===== config.mk =====
export PLATFORM = sky130hd
export DESIGN_NAME = pri_enc_arbiter
export DESIGN_NICKNAME = d
export VERILOG_FILES = /design/src/rtl/pri_enc_arbiter.sv
export SDC_FILE = /design/constraint.sdc
export NUM_CORES = 1
export LEC_CHECK = 0
export BUFFER_PORTS_ARGS = -buffer_cell sky130_fd_sc_hd__buf_2
export CAP_MARGIN = 15
export CORE_MARGIN = 1.5
export CORE_UTILIZATION = 45
export DETAILED_ROUTE_END_ITERATION = 8
export GPL_TIMING_DRIVEN = 0
export PLACE_DENSITY = 0.81
export SLEW_MARGIN = 15
export SYNTH_ARGS = -nofsm -noshare
export SYNTH_HDL_FRONTEND = slang
export SYNTH_SLANG_ARGS = --single-unit

===== constraint.sdc =====
create_clock -name clk -period 1.3 [get_ports clk]
set_clock_uncertainty 0.05 [all_clocks]
set_input_delay 0.065 -clock clk [delete_from_list [all_inputs] [get_ports clk]]
set_output_delay 0.065 -clock clk [all_outputs]
set_load 0.005 [all_outputs]

===== src/rtl/pri_enc_arbiter.sv =====
// N-input priority encoder with a registered valid/ready output stage.
// Define PRI_ENC_RR_EN for round-robin arbitration; fixed priority (highest index wins) otherwise.
module pri_enc_arbiter #(
    parameter  int unsigned N     = 8,
    localparam int unsigned IDX_W = $clog2(N)
) (
    input  logic             clk,
    input  logic             rst_n,
    input  logic             in_valid,
    output logic             in_ready,
    input  logic [N-1:0]     req,
    output logic             out_valid,
    input  logic             out_ready,
    output logic [IDX_W-1:0] out_idx,
    output logic [N-1:0]     out_grant,
    output logic             out_none
);

    localparam logic [IDX_W-1:0] PTR_RST = IDX_W'(N - 1);

    typedef enum logic {
        EMPTY = 1'b0,
        FULL  = 1'b1
    } state_e;

    state_e           state_q, state_d;
    logic [IDX_W-1:0] idx_q, idx_d;
    logic [N-1:0]     grant_q, grant_d;
    logic             none_q, none_d;

    logic             accept;
    logic [IDX_W-1:0] ptr;
    logic [IDX_W-1:0] cand;
    logic [IDX_W-1:0] win;
    logic             found;

    assign out_valid = (state_q == FULL);
    assign in_ready  = !out_valid || out_ready;
    assign accept    = in_valid && in_ready;
    assign out_idx   = idx_q;
    assign out_grant = grant_q;
    assign out_none  = none_q;

    // Downward search starting at ptr with wrap; ptr fixed at N-1 gives plain priority.
    always_comb begin
        found = 1'b0;
        win   = '0;
        cand  = '0;
        for (int unsigned k = 0; k < N; k++) begin
            cand = IDX_W'((32'(ptr) + N - k) % N);
            if (!found && req[cand]) begin
                found = 1'b1;
                win   = cand;
            end
        end
    end

`ifdef PRI_ENC_RR_EN
    logic [IDX_W-1:0] ptr_q, ptr_d;

    // Next search starts just below the last winner.
    always_comb begin
        ptr_d = ptr_q;
        if (accept && found) begin
            ptr_d = (win == '0) ? PTR_RST : win - IDX_W'(1);
        end
    end

    always_ff @(posedge clk or negedge rst_n) begin
        if (!rst_n) begin
            ptr_q <= PTR_RST;
        end else begin
            ptr_q <= ptr_d;
        end
    end

    assign ptr = ptr_q;
`else
    assign ptr = PTR_RST;
`endif

    // Output-stage next state: load on every accept, drain when consumer takes it.
    always_comb begin
        state_d = state_q;
        idx_d   = idx_q;
        grant_d = grant_q;
        none_d  = none_q;
        case (state_q)
            EMPTY:   if (accept) state_d = FULL;
            FULL:    if (out_ready && !accept) state_d = EMPTY;
            default: state_d = EMPTY;
        endcase
        if (accept) begin
            idx_d   = win;
            grant_d = found ? (N'(1) << win) : '0;
            none_d  = !found;
        end
    end

    always_ff @(posedge clk or negedge rst_n) begin
        if (!rst_n) begin
            state_q <= EMPTY;
            idx_q   <= '0;
            grant_q <= '0;
            none_q  <= 1'b0;
        end else begin
            state_q <= state_d;
            idx_q   <= idx_d;
            grant_q <= grant_d;
            none_q  <= none_d;
        end
    end

endmodule


==> flow_metrics.tcl <==
set metrics [dict create \
    syn-num-nets 66 \
    nNetsFinal 96 \
    grt_setup_unrepaired "false" \
    postRouteAntennaNets 0 \
    ys_types 30 \
    synth.area.top_cells "dfrtp_1, mux2_1, nor4_4" \
    syn-instance-count 54 \
    finalCritPeriodShare_pct 94.7 \
    cp_max_fo 6 \
    htree_levels 1 \
    vias_per_cell 5.53 \
    yosysMostFrequentCell "dfrtp_1" \
    dieArea_um2 1660 \
    yosysTopAreaCellShare_pct 50.9 \
    setup_slack_ns 0.0686 \
    num_antenna_cells 0 \
    totalWireLength_um 1350 \
    portBuffers 24 \
    yosys_warnings 0 \
    antenna_found_initial 0 \
    dr.pass1.iters 4 \
    status "complete, no violations" \
    postSynthAreaPerCell_um2 11.8 \
    fillers 111 \
    hold_start "in_valid" \
    cp-end-kind "flop" \
    ys_seq_area_share_pct 50.9 \
    period_minus_slack_ns 1.23 \
    fin_util_pct 63.6 \
    grt_use_total_pct 19.1 \
    power-per-cell-area_nw_per_um2 1000 \
    start_util_pct 48.5 \
    fmax_mhz 812 \
    grt_pass1_wl_um 2010 \
    dp.final_hpwl_um 1030 \
    crit_required_ns 1.41 \
    tightest_slew_ns 0.532 \
    finalWeightedCongestion 0.786 \
    maxCapViolations 0 \
    hold_end "out_valid" \
    cts_tree "yes" \
    fin_cells 98 \
    critPathKind "flop to flop" \
    drv_slew 0 \
    reg2reg_depth 4 \
    clkLatencyLatePin_ns 0.28 \
    dieHeight_um 40.7 \
    grt_overflow_total 0 \
    ys_seq_elements 13 \
    numCtsBuffers 3 \
    cts-root-buf "clkbuf_4" \
    synth_commonest_cells "dfrtp_1, nor2_1, a21oi_1" \
    holdPathStages 2 \
    slew_headroom_pct 64.2 \
    ys.flop_type "dfrtp_1" \
    yosys.area.top_type "dfrtp_1" \
    synth_area_um2 639 \
    via_count 542 \
    clkTransAtPathRegs_ns 0.07 \
    r2r_slack_ns 0.07 \
    clockBufferDepth 2 \
    first_iter_violations 8 \
    rr_startpoint "out_valid" \
    num_rows 13 \
    numClockSinks 13 \
    finalHoldViolations 0 \
    hold_path.class "primary input to flop" \
    arrival_ns 1.34 \
    start_kind "flop" \
    drc 0 \
    fp.coreArea_um2 1320 \
    grt_max_degree 14 \
    grt_pass1_vias 490 \
    area.growth.synth_to_final_pct 31.1 \
    synthArstFlopShare_pct 100 \
    p_leak_nw 0.418 \
    wire_per_inst_um 13.7 \
    ir_worst_vdd_mv 0.568 \
    synth_enable_flop_cells 0 \
    setup_viol_count_final 0 \
    place_ws_ns 0.0603 \
    tns_ns 0 \
    reg2reg_to "out_grant[4]" \
    drive_gt1_share_pct 49.4 \
    fp.dieW_um 40.7 \
    ios 26 \
    dpl.cell_count 93 \
]
==> metal layers <==
layer | up-vias | GRT usage [%] | share of wire, % | routed length [um]
met2 | 19 | 30.6 | 52 | 700
met5 | - | 0 | 0 | 0
li1 | 260 | - | - | -
met1 | 258 | 22.8 | 39 | 532
met3 | 5 | 3.80 | 5.5 | 74
met4 | 0 | 13.3 | 2.9 | 39
==> worst max-delay path, stage by stage, from the launching register on <==
cell and delay, ns:
dfrtp_1 0.38, nand2b_1 0.11, and2_4 0.15, buf_6 0.11, mux2_1 0.32
==> final cells by class <==
class	instances	area [um2]	area share, %
Buffer	3	30.0	3.58
Clock buffer	4	26.3	3.13
Inverter	1	3.75	0.448
Multi-Input combinational cell	37	304	36.3
Sequential cell	13	325	38.8
Tap cell	15	18.8	2.24
Timing Repair Buffer	25	130	15.5
==> cells in the final DEF (no fill, tap or decap), types with 2 or more instances in the layout <==
cell type,n
mux2_1,2
clkbuf_4,3
a31oi_1,2
nand2b_1,2
nor2_1,5
nor2b_1,2
a21boi_0,2
dfrtp_1,13
a21oi_1,3
buf_2,24
buf_6,2
==> metrics by stage <==
| stage | hold WS [ns] | cell area, um2 | total power, W |
|---|---|---|---|
| final | 0.0100 | 838 | 0.000842 |
| after global routing | 0.0200 | 838 | 0.000885 |
| after CTS | 0.00498 | 815 | 0.000845 |
| after detailed placement | -0.0859 | 778 | 0.000591 |
| after global placement | -0.0903 | 778 | 0.000585 |
| after floorplan | -0.281 | 639 | 0.000516 |
==> cells by family after synthesis <==
group / synth area share, %
AO/OA/AOI/OAI: 19.2
flip-flops: 50.9
AND/OR/NAND/NOR: 20.9
buffers and inverters: 3.72
multiplexers: 5.28
==> power breakdown <==
part           internal [W]  total, W  leakage (nW)  switching (W)
clock              0.000119  0.000250        0.0150       0.000130
sequential         0.000429  0.000441         0.162      0.0000119
combinational     0.0000728  0.000152         0.241      0.0000794
==> what timing repair did <==
item	4_1_cts	5_1_grt
hold buffers	1	0
setup endpoints to repair	0	3
hold endpoints to repair	13	0
setup buffers	0	0
gates resized for setup	0	5
==> how the worst max path moves through the flow <==
stage	to	start	cells after the start	slack, ns
final	out_grant[4]	out_valid	4	0.07
after global routing	out_grant[6]	out_valid	4	0.004
after CTS	out_grant[1]	out_valid	4	0.04
after detailed placement	out_grant[6]	out_valid	4	0.06
after global placement	out_grant[4]	out_valid	4	0.09
after floorplan	out_grant[4]	out_valid	4	0.12
==> state kept, by name, indices dropped and copies added, names as in the netlist <==
name,flops
out_grant,8
out_none,1
out_idx,3
out_valid,1
Power figures use the tool's default switching activity.
